[src/rtl/alu_req_arbiter_if.sv]
// alu_req_arbiter_if: request, ALU and response buses; ALU_ARB_FLAGS_EN adds rsp_zero/rsp_carry
interface alu_req_arbiter_if #(parameter int WIDTH = 4);
  logic req0_valid, req0_ready, req1_valid, req1_ready;
  logic [2:0] req0_op, req1_op;
  logic [WIDTH-1:0] req0_a, req0_b, req1_a, req1_b, alu_a, alu_b;
  logic alu_s0, alu_s1, alu_s3;
  logic [WIDTH:0] alu_out, rsp_data;
  logic rsp_valid, rsp_ready, rsp_id;
`ifdef ALU_ARB_FLAGS_EN
  logic rsp_zero, rsp_carry;
`endif
  modport slave (
    input req0_valid, req0_op, req0_a, req0_b, req1_valid, req1_op, req1_a, req1_b, alu_out, rsp_ready,
    output req0_ready, req1_ready, alu_a, alu_b, alu_s0, alu_s1, alu_s3, rsp_valid, rsp_data, rsp_id
`ifdef ALU_ARB_FLAGS_EN
    , rsp_zero, rsp_carry
`endif
  );
  modport master (
    output req0_valid, req0_op, req0_a, req0_b, req1_valid, req1_op, req1_a, req1_b, alu_out, rsp_ready,
    input req0_ready, req1_ready, alu_a, alu_b, alu_s0, alu_s1, alu_s3, rsp_valid, rsp_data, rsp_id
`ifdef ALU_ARB_FLAGS_EN
    , rsp_zero, rsp_carry
`endif
  );
endinterface

[src/rtl/alu_req_arbiter.sv]
// alu_req_arbiter: round-robin sharing of one combinational ALU between two requesters
// Optional ALU_ARB_FLAGS_EN registers rsp_zero/rsp_carry alongside the captured result.
module alu_req_arbiter #(
  parameter int WIDTH = 4,
  parameter int SETTLE_CYCLES = 1
) (
  input logic clk,
  input logic rst,
  alu_req_arbiter_if.slave bus
);
  typedef enum logic [1:0] {IDLE, EXEC, RESP} state_t;
  state_t state, next_state;
  logic last, gnt1, hs;
  logic [3:0] cnt;
  // last holds the id granted most recently; a tie goes to the other one
  assign gnt1 = bus.req1_valid & (~bus.req0_valid | ~last);
  assign hs = bus.req0_ready | bus.req1_ready;
  always_ff @(posedge clk)
    state <= rst ? IDLE : next_state;
  always_comb
    next_state = state == IDLE ? (hs ? EXEC : IDLE) :
                 state == EXEC ? (cnt == 4'd1 ? RESP : EXEC) :
                 (bus.rsp_ready ? IDLE : RESP);
  always_comb begin
    bus.req0_ready = !rst && state == IDLE && bus.req0_valid && !gnt1;
    bus.req1_ready = !rst && state == IDLE && gnt1;
    bus.rsp_valid = state == RESP;
  end
  always_ff @(posedge clk) begin
    if (rst) begin
      last <= 1'b1;
      cnt <= '0;
      bus.alu_a <= '0;
      bus.alu_b <= '0;
      {bus.alu_s3, bus.alu_s0, bus.alu_s1} <= 3'b000;
      bus.rsp_id <= 1'b0;
      bus.rsp_data <= '0;
`ifdef ALU_ARB_FLAGS_EN
      bus.rsp_zero <= 1'b0;
      bus.rsp_carry <= 1'b0;
`endif
    end else begin
      if (hs) begin
        last <= gnt1;
        bus.rsp_id <= gnt1;
        {bus.alu_s3, bus.alu_s0, bus.alu_s1} <= gnt1 ? bus.req1_op : bus.req0_op;
        bus.alu_a <= gnt1 ? bus.req1_a : bus.req0_a;
        bus.alu_b <= gnt1 ? bus.req1_b : bus.req0_b;
        cnt <= 4'(SETTLE_CYCLES);
      end
      if (state == EXEC) begin
        cnt <= cnt - 4'd1;
        if (cnt == 4'd1) begin
          bus.rsp_data <= bus.alu_out;
`ifdef ALU_ARB_FLAGS_EN
          bus.rsp_zero <= bus.alu_out[WIDTH-1:0] == '0;
          bus.rsp_carry <= bus.alu_out[WIDTH];
`endif
        end
      end
    end
  end
endmodule

[src/flat_wrapper.sv]
// flat-port wrapper written by rule: the top's interface ports become plain ports
module alu_req_arbiter_flat 
#(
  parameter int WIDTH = 4,
  parameter int SETTLE_CYCLES = 1
)
  (clk, rst, bus_req0_valid, bus_req0_op, bus_req0_a, bus_req0_b, bus_req1_valid, bus_req1_op, bus_req1_a, bus_req1_b, bus_alu_out, bus_rsp_ready, bus_req0_ready, bus_req1_ready, bus_alu_a, bus_alu_b, bus_alu_s0, bus_alu_s1, bus_alu_s3, bus_rsp_valid, bus_rsp_data, bus_rsp_id);
  alu_req_arbiter_if #(.WIDTH(WIDTH)) bus_i ();
  input logic clk;
  input logic rst;
  input wire logic [$bits(bus_i.req0_valid)-1:0] bus_req0_valid;
  input wire logic [$bits(bus_i.req0_op)-1:0] bus_req0_op;
  input wire logic [$bits(bus_i.req0_a)-1:0] bus_req0_a;
  input wire logic [$bits(bus_i.req0_b)-1:0] bus_req0_b;
  input wire logic [$bits(bus_i.req1_valid)-1:0] bus_req1_valid;
  input wire logic [$bits(bus_i.req1_op)-1:0] bus_req1_op;
  input wire logic [$bits(bus_i.req1_a)-1:0] bus_req1_a;
  input wire logic [$bits(bus_i.req1_b)-1:0] bus_req1_b;
  input wire logic [$bits(bus_i.alu_out)-1:0] bus_alu_out;
  input wire logic [$bits(bus_i.rsp_ready)-1:0] bus_rsp_ready;
  output wire logic [$bits(bus_i.req0_ready)-1:0] bus_req0_ready;
  output wire logic [$bits(bus_i.req1_ready)-1:0] bus_req1_ready;
  output wire logic [$bits(bus_i.alu_a)-1:0] bus_alu_a;
  output wire logic [$bits(bus_i.alu_b)-1:0] bus_alu_b;
  output wire logic [$bits(bus_i.alu_s0)-1:0] bus_alu_s0;
  output wire logic [$bits(bus_i.alu_s1)-1:0] bus_alu_s1;
  output wire logic [$bits(bus_i.alu_s3)-1:0] bus_alu_s3;
  output wire logic [$bits(bus_i.rsp_valid)-1:0] bus_rsp_valid;
  output wire logic [$bits(bus_i.rsp_data)-1:0] bus_rsp_data;
  output wire logic [$bits(bus_i.rsp_id)-1:0] bus_rsp_id;
  assign bus_i.req0_valid = bus_req0_valid;
  assign bus_i.req0_op = bus_req0_op;
  assign bus_i.req0_a = bus_req0_a;
  assign bus_i.req0_b = bus_req0_b;
  assign bus_i.req1_valid = bus_req1_valid;
  assign bus_i.req1_op = bus_req1_op;
  assign bus_i.req1_a = bus_req1_a;
  assign bus_i.req1_b = bus_req1_b;
  assign bus_i.alu_out = bus_alu_out;
  assign bus_i.rsp_ready = bus_rsp_ready;
  assign bus_req0_ready = bus_i.req0_ready;
  assign bus_req1_ready = bus_i.req1_ready;
  assign bus_alu_a = bus_i.alu_a;
  assign bus_alu_b = bus_i.alu_b;
  assign bus_alu_s0 = bus_i.alu_s0;
  assign bus_alu_s1 = bus_i.alu_s1;
  assign bus_alu_s3 = bus_i.alu_s3;
  assign bus_rsp_valid = bus_i.rsp_valid;
  assign bus_rsp_data = bus_i.rsp_data;
  assign bus_rsp_id = bus_i.rsp_id;
  alu_req_arbiter #(.WIDTH(WIDTH), .SETTLE_CYCLES(SETTLE_CYCLES)) u_core (.clk(clk), .rst(rst), .bus(bus_i));
endmodule
[config.mk]
export PLATFORM = sky130hd
export DESIGN_NAME = alu_req_arbiter_flat
export DESIGN_NICKNAME = d
export VERILOG_FILES = /design/src/rtl/alu_req_arbiter_if.sv /design/src/rtl/alu_req_arbiter.sv /design/src/flat_wrapper.sv
export SDC_FILE = /design/constraint.sdc
export NUM_CORES = 1
export LEC_CHECK = 0
export ABC_AREA = 0
export CAP_MARGIN = 20
export CELL_PAD_IN_SITES_DETAIL_PLACEMENT = 2
export CELL_PAD_IN_SITES_GLOBAL_PLACEMENT = 2
export CORE_MARGIN = 2
export CORE_UTILIZATION = 20
export CTS_CLUSTER_SIZE = 40
export DETAILED_ROUTE_END_ITERATION = 6
export HOLD_SLACK_MARGIN = 0.12
export PLACE_DENSITY_LB_ADDON = 0.25
export SYNTH_ARGS = -nofsm -noshare
export SYNTH_HDL_FRONTEND = slang
export SYNTH_SLANG_ARGS = --single-unit
[constraint.sdc]
create_clock -name clk -period 1.38 [get_ports clk]
set_input_delay 0.345 -clock clk [delete_from_list [all_inputs] [get_ports clk]]
set_output_delay 0.345 -clock clk [all_outputs]
set_load 0.05 [all_outputs]
==> impl.org <==
** Clock tree
- Number of CTS-inserted buffers :: 3
- Number of sinks handled by clock tree synthesis :: 24
- Count of hold buffers inserted by post-cts repair :: 0
- Clk Latency, worst-skew pair :: ~0.26 ns
- CTS built an H-tree with a depth of 1.
- TritonCTS built the clock tree.
- Root buf cell :: sky130_fd_sc_hd__clkbuf_8
- CTS Buffer Depth :: 2
- After clock tree synthesis, the clock-pin slew on the worst setup and hold paths is 0.08 ns.

** Logic synthesis
- #FFs+latches synth :: 24
- The mapped netlist covers around 1200 µm².
- The synthesized design contains 0 enable-type register cells.
- By count the netlist is led by sky130_fd_sc_hd__dfxtp_1, sky130_fd_sc_hd__nand2_1, sky130_fd_sc_hd__a21oi_1.
- Area share of the largest cell type after synthesis :: about two fifths
- Of the synthesized area, sequential elements account for a little over two fifths.
- Top cells by area in the synthesized netlist :: sky130_fd_sc_hd__dfxtp_1, sky130_fd_sc_hd__a21oi_1, sky130_fd_sc_hd__a311oi_1
- The synthesized design spends more area on one cell type than any other, namely sky130_fd_sc_hd__dfxtp_1.
- By instance count, the leading cell after synthesis is sky130_fd_sc_hd__dfxtp_1.
- Fraction of synthesis flops using an asynchronous set or reset pin :: 0%
- The most used flip-flop cell after synthesis is sky130_fd_sc_hd__dfxtp_1.
- The cell count after synthesis came out at between 100 and 150.
- Count of synthesis-stage warnings from yosys :: 0
- Net Count, Synth :: between 150 and 200
- Synthesized area divided by synthesized cell count :: about 8.6 µm²
- Counting distinct cell types in the post-synthesis netlist gives 33.

** Finish
- Number of nets in the final layout :: 239
- Fill cell count :: around 630
- Final cell count without fillers :: between 200 and 300
- Share of cells above drive strength 1 :: a little over a third
- From synthesis to final layout, the design area changed by 96.3%.
- The number of antenna diodes in the final layout is 0.

** Global routing
- Wire length of the first global-routing pass :: approximately 7.3 mm
- Vias in the first global route :: 1444
- The initial antenna violation count is 0.
- Maximum number of pins on one net before global-route repair :: 18
- Total global routing overflow :: 0
- Overall fraction of global-route tracks in use :: 14.9%

** Hold path
- The path class of the tightest hold or removal check is register to register.

** Die
- In this run the vertical extent of the chip is 80.0 µm.
- The initial utilization of the core area, before any placement, comes to around a fifth.
- The die covers 6400 µm².
- 52 I/O pins were placed.
- Row Count :: 27
- The die is 80.0 µm wide.
- The core region is between 5000 and 6000 µm².

** Placement
- Weighted congestion reported at the end of routability-driven placement :: ~0.77
- In this run, placement finished with an instance count of roughly 270.
- HPWL reported at the end of detailed placement :: 3.60 mm
- PortBufs :: 51

** Power
- Total power for the finished layout comes to 0.00222 W.
- Across the VDD grid, the largest voltage drop is 0.385 mV.
- Cell leakage power :: 0.860 nW
- Power density over the cells :: between 900 and 1000 nW/µm²

** Setup path
- Worst Path Max Fanout :: 3
- Counting cells, the worst reg-to-reg path comes to 5.
- STA classifies the critical path startpoint as an input port.
- The endpoint identified for the worst register-to-register timing path is u_core.last.
- The most critical setup path has its endpoint at bus_req0_ready.
- Traced cell by cell, the critical path runs through dlygate4sd2_1 > buf_4 > nor3_4 > and3_4 > buf_12.
- Cell at the slowest stage of the critical path :: sky130_fd_sc_hd__dlygate4sd2_1
- Crit end category :: output port
- The worst setup path is of the input port to output port kind.
- Reg2reg setup slack :: -0.18 ns
- Worst path max stage delay :: around 0.26 ns
- R2r startpoint :: u_core.state[0]
- In this run the worst setup path begins at rst.
- Data on the critical path arrives at its endpoint at roughly 1.3 ns.
- Crit path required time :: 1.03 ns

** Route
- Length of the first detailed-routing pass in iterations :: 3
- Routed wirelength normalized by instance count :: 16.8 µm
- DRC :: 0
- Detail-routed via count per cell :: 4.68
- Vias :: around 1300
- For this block, the initial DRC count from the detailed router was 19.
- In this run the remaining antenna-violating nets after routing total 0.
- Routed wire length :: approximately 4.6 mm

** STA
- In this run the tightest slew margin relative to its limit is roughly four fifths.
- Post-layout worst setup margin :: -0.257 ns
- The count of endpoints failing hold in the final timing report came to 0.
- Maximum clock frequency :: between 0.6 and 0.7 GHz
- For the finished layout, the period the worst path requires is between 1.5 and 2 ns.
- Worst slack on hold paths :: around 0.51 ns
- Setup TNS :: -0.988 ns
- Fin. max-slew vios :: 0
- Least-Margin Pin Slew :: 0.291 ns
- The final critical path takes up 119% of the cycle.
- Clock Skews :: ~0.0049 ns
- Unrepaired setup endpoints after global routing :: true
- Setup violations remaining at the end of the flow were counted as 12.

** Outcome
- The checks that failed: setup timing.
- The flow ran to the end, but the final reports show violations.

** Flow run
- Count of max-cap constraint violations :: 0
## kinds of logic (layout without fill, tap and decap cells)
kind of cell	after synthesis	count (layout)	synth area share (%)
adder cells (fa/ha/maj)	2	2	2.17
flip-flops	24	24	41.6
AO/OA/AOI/OAI	49	49	28.0
AND/OR/NAND/NOR	48	48	21.8
buffers and inverters	12	81	6.50
## per-layer routing
layer	up-vias	routed length [µm]	track usage [%]
met2	30	2470	27.3
met3	2	201	2.15
met1	637	1930	18.2
met4	0	25	3.56
met5	-	0	0
li1	623	-	-
## timing repair
item / CTS / global route
gates resized for setup: 17 / 21
setup endpoints to repair: 24 / 23
pin swaps: 5 / 11
setup buffers: 6 / 3
## stage by stage
step	utilization, %	setup WS (ns)	cell area [µm²]
6_report	40.9	-0.257	2270
3_5_place_dp	36.8	-0.491	2040
2_1_floorplan	-	-0.0639	1180
3_3_place_gp	36.8	-0.419	2040
4_1_cts	39.5	-0.266	2190
5_1_grt	40.9	-0.312	2270
## cell type report
| class | instances | area [µm²] | share of cell area [%] |
|---|---|---|---|
| flip-flops and latches | 24 | 488 | 21.5 |
| inverters | 2 | 7.51 | 0.331 |
| clock buffers | 4 | 55.1 | 2.43 |
| multi-input cells | 99 | 678 | 29.9 |
| well taps | 72 | 90.1 | 3.97 |
| repair buffers | 75 | 948 | 41.8 |
## flip-flops by register name (all words and copies together), names as in the netlist
signal and cells:
u_core.bus.rsp_data 5, u_core.bus.alu_a 4, u_core.bus.alu_b 4, u_core.cnt 4, u_core.state 2, u_core.bus.alu_s0 1, u_core.bus.alu_s1 1, u_core.bus.alu_s3 1
u_core.bus.rsp_id 1, u_core.last 1
## worst min-delay path by stage
stage	from	to	slack [ns]	cells after the start
floorplan	u_core.cnt[1]	u_core.cnt[1]	0.48	2
detailed placement	u_core.bus.rsp_data[1]	u_core.bus.rsp_data[1]	0.52	2
global placement	u_core.bus.rsp_data[2]	u_core.bus.rsp_data[2]	0.50	2
global route	u_core.bus.rsp_data[3]	u_core.bus.rsp_data[3]	0.54	2
finish	u_core.bus.rsp_data[0]	u_core.bus.rsp_data[0]	0.51	2
CTS	u_core.bus.rsp_data[1]	u_core.bus.rsp_data[1]	0.54	2
## report_power, final
part           leakage [nW]  internal [W]  switching [W]
Clock                0.0288      0.000254       0.000222
Sequential            0.199      0.000754      0.0000698
Combinational         0.632      0.000477       0.000444
Total                 0.860       0.00149       0.000736
## placed cells by master, fill, tap and decap left out, types with 2 or more instances in the layout
cell                               n
sky130_fd_sc_hd__buf_12           24
sky130_fd_sc_hd__o21ai_2           4
sky130_fd_sc_hd__buf_6             4
sky130_fd_sc_hd__nor2b_1           2
sky130_fd_sc_hd__a311oi_1         11
sky130_fd_sc_hd__clkbuf_8          4
sky130_fd_sc_hd__dfxtp_4           2
sky130_fd_sc_hd__ha_1              2
sky130_fd_sc_hd__nand2_1          22
sky130_fd_sc_hd__clkdlybuf4s50_1  28
sky130_fd_sc_hd__a21oi_1          20
sky130_fd_sc_hd__buf_4            16
sky130_fd_sc_hd__nor2_4            2
sky130_fd_sc_hd__dlygate4sd2_1     2
sky130_fd_sc_hd__nand3_1           5
sky130_fd_sc_hd__nor2_1            4
sky130_fd_sc_hd__dfxtp_1          22
sky130_fd_sc_hd__o21a_1            3
## critical path: cells and delay by family
kind / cells / cell delay [ns]
buffers and inverters: 3 / 0.55
and+or+nand+nor: 2 / 0.39
(Power assumes the default switching activity.)
